File: src/rtl/truth_table_scanner.sv
// Characterizes a N_IN-input combinational block by stepping through every minterm and capturing its output.
// done asserts TABLE_W*SETTLE edges after start is accepted; start is ignored (not queued) while busy.
module truth_table_scanner #(
  parameter int N_IN   = 3,
  parameter int SETTLE = 1,
  localparam int TABLE_W = 2**N_IN
) (
  input  logic               clk,
  input  logic               reset,
  input  logic               start,
  input  logic [TABLE_W-1:0] expected,
  output logic [N_IN-1:0]    fn_in,
  input  logic               fn_y,
  output logic [TABLE_W-1:0] table_out,
  output logic               busy,
  output logic               done,
  output logic               match
);

  localparam int CW = (SETTLE > 1) ? $clog2(SETTLE) : 1;
  localparam logic [CW-1:0]   CNT_LAST = CW'(SETTLE - 1);
  localparam logic [N_IN-1:0] IDX_LAST = N_IN'(TABLE_W - 1);

  typedef enum logic [1:0] {
    IDLE = 2'd0,
    SCAN = 2'd1,
    DONE = 2'd2
  } state_t;

  state_t             state;
  state_t             state_nxt;
  logic [N_IN-1:0]    idx;
  logic [CW-1:0]      settle_cnt;
  logic [TABLE_W-1:0] table_q;
  logic [TABLE_W-1:0] exp_q;
  logic               result_valid;
  logic               accept;
  logic               sample;
  logic               last;

  assign accept = (state == IDLE) && start;
  assign sample = (state == SCAN) && (settle_cnt == CNT_LAST);
  assign last   = sample && (idx == IDX_LAST);

  always_ff @(posedge clk or posedge reset) begin
    if (reset) begin
      state <= IDLE;
    end else begin
      state <= state_nxt;
    end
  end

  always_comb begin
    state_nxt = state;
    case (state)
      IDLE:    if (start) state_nxt = SCAN;
      SCAN:    if (last)  state_nxt = DONE;
      DONE:    state_nxt = IDLE;
      default: state_nxt = IDLE;
    endcase
  end

  always_comb begin
    busy = 1'b0;
    done = 1'b0;
    case (state)
      SCAN:    busy = 1'b1;
      DONE: begin
        busy = 1'b1;
        done = 1'b1;
      end
      default: ;
    endcase
  end

  // fn_y is only ever sampled into table_q, so no output depends on it combinationally.
  always_ff @(posedge clk or posedge reset) begin
    if (reset) begin
      idx          <= '0;
      settle_cnt   <= '0;
      table_q      <= '0;
      exp_q        <= '0;
      result_valid <= 1'b0;
    end else begin
      if (accept) begin
        exp_q        <= expected;
        table_q      <= '0;
        result_valid <= 1'b0;
        idx          <= '0;
        settle_cnt   <= '0;
      end
      if (state == SCAN) begin
        if (sample) begin
          table_q[idx] <= fn_y;
          settle_cnt   <= '0;
          if (last) begin
            result_valid <= 1'b1;
          end else begin
            idx <= idx + 1'b1;
          end
        end else begin
          settle_cnt <= settle_cnt + 1'b1;
        end
      end
      // idx holds TABLE_W-1 through DONE, then returns to 0 so fn_in idles low.
      if (state == DONE) begin
        idx <= '0;
      end
    end
  end

  assign fn_in     = idx;
  assign table_out = table_q;
  assign match     = result_valid && (table_q == exp_q);

endmodule

File: config.mk
export PLATFORM = sky130hd
export DESIGN_NAME = truth_table_scanner
export DESIGN_NICKNAME = d
export VERILOG_FILES = /design/src/rtl/truth_table_scanner.sv
export SDC_FILE = /design/constraint.sdc
export NUM_CORES = 1
export LEC_CHECK = 0
export BUFFER_PORTS_ARGS = -buffer_cell sky130_fd_sc_hd__buf_2
export CORE_ASPECT_RATIO = 2
export CORE_MARGIN = 2
export CORE_UTILIZATION = 30
export CTS_BUF_LIST = sky130_fd_sc_hd__clkbuf_4 sky130_fd_sc_hd__clkbuf_8
export DETAILED_ROUTE_END_ITERATION = 10
export PLACE_DENSITY = 0.54
export SKIP_LAST_GASP = 1
export SLEW_MARGIN = 10
export SYNTH_ARGS = -nofsm -noshare
export SYNTH_HDL_FRONTEND = slang
export SYNTH_SLANG_ARGS = --single-unit
export TNS_END_PERCENT = 100
File: constraint.sdc
create_clock -name clk -period 1.69 [get_ports clk]
set_input_delay 0.338 -clock clk [delete_from_list [all_inputs] [get_ports clk]]
set_output_delay 0.338 -clock clk [all_outputs]
set_load 0.05 [all_outputs]
* Word level (Yosys, flattened, before mapping)
Cells that the tools add are included.
** Word-level totals
- Memory bits (read-only) :: 0
- Memory bits (writable) :: 0
- Memories kept :: 0
- Logic and storage cells :: 49
- Input port bits :: 12
- Bits in registers :: 23
- Bits in latches :: 0
** Operators by class
- Divide/modulo/power cells :: 0
- Bitwise operators :: 1
- Multiply operators :: 0
- $lt $le $gt $ge :: 2
- Reductions and logical operators :: 9
- Multiplexer cells :: 23
- Equal/unequal tests :: 6
- Add/subtract/negate cells :: 2
- Shifts and indexed selects :: 0
** Operators by type and width (number)
- two-way mux 8 bit :: 3
- two-way mux 3 bit :: 5
- two-way mux 1 bit :: 10
- bitwise mux 8 bit :: 1
- == test 8 bit :: 1
- logical AND 1 bit :: 5
- less-than comparator 3 x 4 -> 1 bit, second input constant :: 1
- two-way mux 2 bit :: 2
- inequality test 2 bit, second input constant :: 2
- one-hot mux 2 bit (2 select lines) :: 1
- adder 3 x 1 -> 3 bit, second input constant :: 1
- demux 1 bit (select 3 bit) :: 1
- == test 3 bit, second input constant :: 1
- >= comparator 3 x 1 -> 1 bit, second input constant :: 1
- == test 2 x 1 -> 1 bit, second input constant :: 1
- == test 2 bit, second input constant :: 1
- zero test 2 bit :: 1
- AND reduction 2 bit :: 1
- nonzero test 2 bit :: 1
- OR reduction 2 bit :: 1
- adder 1 bit, second input constant :: 1
- NOT 1 bit :: 1

* Logic depth before layout (Yosys ltp)
- Depth after elaboration :: 7
- Mapped depth :: 6
- Gate-level depth less buffers :: 5

* Worst setup path after synthesis
Ideal clock, no wire load.
- Kind :: register to output
- Start :: register table_q[0], in the netlist table_out[0]
- End :: output match
- Path slack :: -0.651 ns
- Arrival time :: 2.003 ns
- Required time :: 1.352 ns
- Cell stages (with the launch flop) :: 4
- Path through :: dfrtp_1 xnor2_1 nand4_1 nor3_1
** On the way
- Word-level cells in the longest chain between the ends :: 2
** RTL lines
- start: declaration :: RTL line 34 : logic [TABLE_W-1:0] table_q;
- start signal: indexed assignment :: RTL line 94 : table_q[idx] <= fn_y;
- == test 8 bit :: RTL line 114 : assign match = result_valid && (table_q == exp_q);
- logical AND 1 bit :: RTL line 114
- end: declaration :: RTL line 17 : output logic match
Every way passes these cells.

* Worst setup path after layout
- Start :: register table_q[3], in the netlist table_out[3]
- End :: output match
The elaborated chain is that of the path after synthesis.

==> flow_metrics.env <==
export IMPL_yosys_warnings=0
export IMPL_rsz0062_at_grt="yes"
export IMPL_yosysTopAreaCellShare_pct=47.7
export IMPL_ys_types=27
export IMPL_ys_seq_elements=23
export IMPL_utilization_pct=40.1
export IMPL_cts_path_max_buffers=2
export IMPL_path_max_fanout=3
export IMPL_power_density_mw_per_mm2=1690
export IMPL_end_kind="primary output"
export IMPL_stdcell_count=186
export IMPL_yosys_top_cells_count="dfrtp_1, nand2_1, mux2_2"
export IMPL_clkSinkCount=23
export IMPL_core_area_mm2=0.00384
export IMPL_netlist_top_cells_area="dfrtp_1, mux2_2, ha_1, xnor2_1, mux2i_1"
export IMPL_slew_headroom_pct=77.7
export IMPL_post_dp_hpwl_um=2020
export IMPL_power_uw=2600
export IMPL_final_hold_viol_count=0
export IMPL_dieHeight_um=93.7
export IMPL_ys_async_sr_fraction_pct=100
export IMPL_path_class="flip-flop to primary output"
export IMPL_cap_violations=0
export IMPL_grt_max_degree=24
export IMPL_place_port_buffers=25
export IMPL_clock_latency_ns=0.27
export IMPL_slew_violations=0
export IMPL_vias=869
export IMPL_finClkSkew_ns=0.00470
export IMPL_wirelength_um=2590
export IMPL_numCtsBuffers=3
export IMPL_syn_area_per_cell_um2=11.6
export IMPL_ant_nets=0
export IMPL_vias_per_cell=4.67
export IMPL_path_clk_slew_ns=0.09
export IMPL_ir_drop_uv=739
export IMPL_seq_area_frac_synth_pct=47.7
export IMPL_drc=0
export IMPL_yosys_cell_count_top_type="dfrtp_1"
export IMPL_num_nets_final=155
export IMPL_whs_ns=0.0955
export IMPL_setup_viol=0
export IMPL_gr_total_overflow=0
export IMPL_antennaDiodeCount=0
export IMPL_die_area_mm2=0.00458
export IMPL_crit_required_ns=1.35
export IMPL_synth_area_leader_cell="dfrtp_1"
export IMPL_die_x_um=48.9
export IMPL_p_leak_uw=0.000733
export IMPL_grt_usage_pct=12.8
export IMPL_post_route_min_period_ns=1.69
export IMPL_layout_drive_gt1_share_pct=46.7
export IMPL_area_growth_pct=27.8
export IMPL_synth_edff_count=0
export IMPL_drt_iter0_drc=7
export IMPL_period_share_pct=99.8
export IMPL_cp_start_kind="flip-flop"
export IMPL_status="completed"
export IMPL_synth_cell_area_mm2=0.00121
export IMPL_htreeDepth=1
export IMPL_post_drt_wl_per_cell_um=13.9
export IMPL_syn_nets=123
export IMPL_tns_ns=0
export IMPL_grt_pass1_vias=948
export IMPL_antenna_found_initial=0
export IMPL_initial_core_util_pct=31.4
export IMPL_nFillCells=409
export IMPL_num_io_pins=26
export IMPL_row_count=32
export IMPL_cts_tree="yes"
export IMPL_synthCells=104
export IMPL_fmaxAchievable_mhz=593
export IMPL_place_gp_congestion=0.728
export IMPL_grt_pass1_wl_um=4530
export IMPL_worstMarginPinSlew_ns=0.331
export IMPL_critical_path_arrival_ns=1.35
export IMPL_dpl_cell_count=181
export IMPL_ys_flop_type="dfrtp_1"
export IMPL_first_pass_iters=4
export IMPL_min_path_type="input pin to asynchronous set/reset pin"
export IMPL_cts_root_buf="clkbuf_8"
[cell families (layout without fill, tap and decap cells)]
group | after synthesis | after routing | synth area share (%)
and+or+nand+nor | 32 | 32 | 16.7
DFF | 23 | 23 | 47.7
xor gates and xnor gates | 8 | 8 | 5.80
muxes | 16 | 16 | 14.3
adders and majority gates | 7 | 7 | 7.25
buffers and inverters | 9 | 40 | 3.11
AOI/OAI and AO/OA | 9 | 9 | 5.18
[routing by layer]
metal / vias to the layer above / track usage [%] / wire length, um
met5: - / 0 / 0
met4: 0 / 6.43 / 31
met3: 2 / 0.955 / 49
met2: 13 / 25.2 / 1540
met1: 436 / 13.0 / 969
li1: 418 / - / -
[state kept, by name (all words and copies together) (netlist names)]
name and count:
result_valid 1, state 2, settle_cnt 1, exp_q 8, fn_in 3, table_out 8
[layout by cell type, fill, tap and decap left out, types with 4 or more instances in the layout]
cell / netlist / routed
buf_2: 3 / 22
dfrtp_1: 23 / 13
nand2_1: 12 / 12
mux2_2: 10 / 10
dfrtp_2: 0 / 9
mux2i_1: 6 / 6
xnor2_1: 8 / 6
inv_1: 5 / 5
nand3_1: 5 / 5
ha_1: 7 / 5
buf_4: 0 / 5
a21oi_1: 4 / 4
[where the power goes]
group          switching [uW]  internal (uW)  total (uW)  leakage [uW]
clock                     183            165         348     0.0000255
combinational             785            576        1360      0.000427
sequential                147            748         895      0.000281
total                    1120           1490        2600      0.000733
[worst paths after layout]
kind | startpoint | to | slack, ns | cells past startpoint
max in group asynchronous | reset | fn_in[0]$_DFF_PP0_ | 1.32 | 3
min | reset | exp_q[7]$_DFFE_PP0P_ | 0.1 | 3
max reg2reg | fn_in[0]$_DFF_PP0_ | fn_in[1]$_DFF_PP0_ | 0.10 | 5
min reg2reg | result_valid$_DFF_PP0_ | result_valid$_DFF_PP0_ | 0.53 | 1
min in group clk | expected[7] | exp_q[7]$_DFFE_PP0P_ | 0.30 | 2
max | table_out[3]$_DFF_PP0_ | match | 0.003 | 4
[stage by stage]
step / instance area [um^2] / setup WS (ns)
2_1_floorplan: 1240 / 0.0143
3_3_place_gp: 1460 / 0.148
3_5_place_dp: 1460 / 0.112
4_1_cts: 1530 / -0.0232
5_1_grt: 1540 / -0.111
6_report: 1540 / 0.00291
[final cells by class]
| cell class | count | area, um^2 | area share, % |
|---|---|---|---|
| Timing Repair Buffer | 31 | 198 | 12.8 |
| Sequential cell | 23 | 591 | 38.3 |
| Multi-Input combinational cell | 72 | 626 | 40.6 |
| Inverter | 5 | 18.8 | 1.22 |
| Tap cell | 51 | 63.8 | 4.14 |
| Clock buffer | 3 | 41.3 | 2.68 |
| Clock inverter | 1 | 5.00 | 0.324 |
[worst max-delay path: stages (launching register included)]
cell and delay, ns:
dfrtp_2 0.42, xnor2_1 0.15, nand3_1 0.13, nor3_4 0.20
buf_6 0.18
[repair_timing]
item / 4_1_cts / 5_1_grt
endpoints found under the setup margin: 1 / 13
pin swaps: 2 / 1
buffers inserted: 1 / 0
hold buffers: 0 / 0
gates resized for setup: 4 / 5
Note: power is estimated with default switching activity, not from simulation.
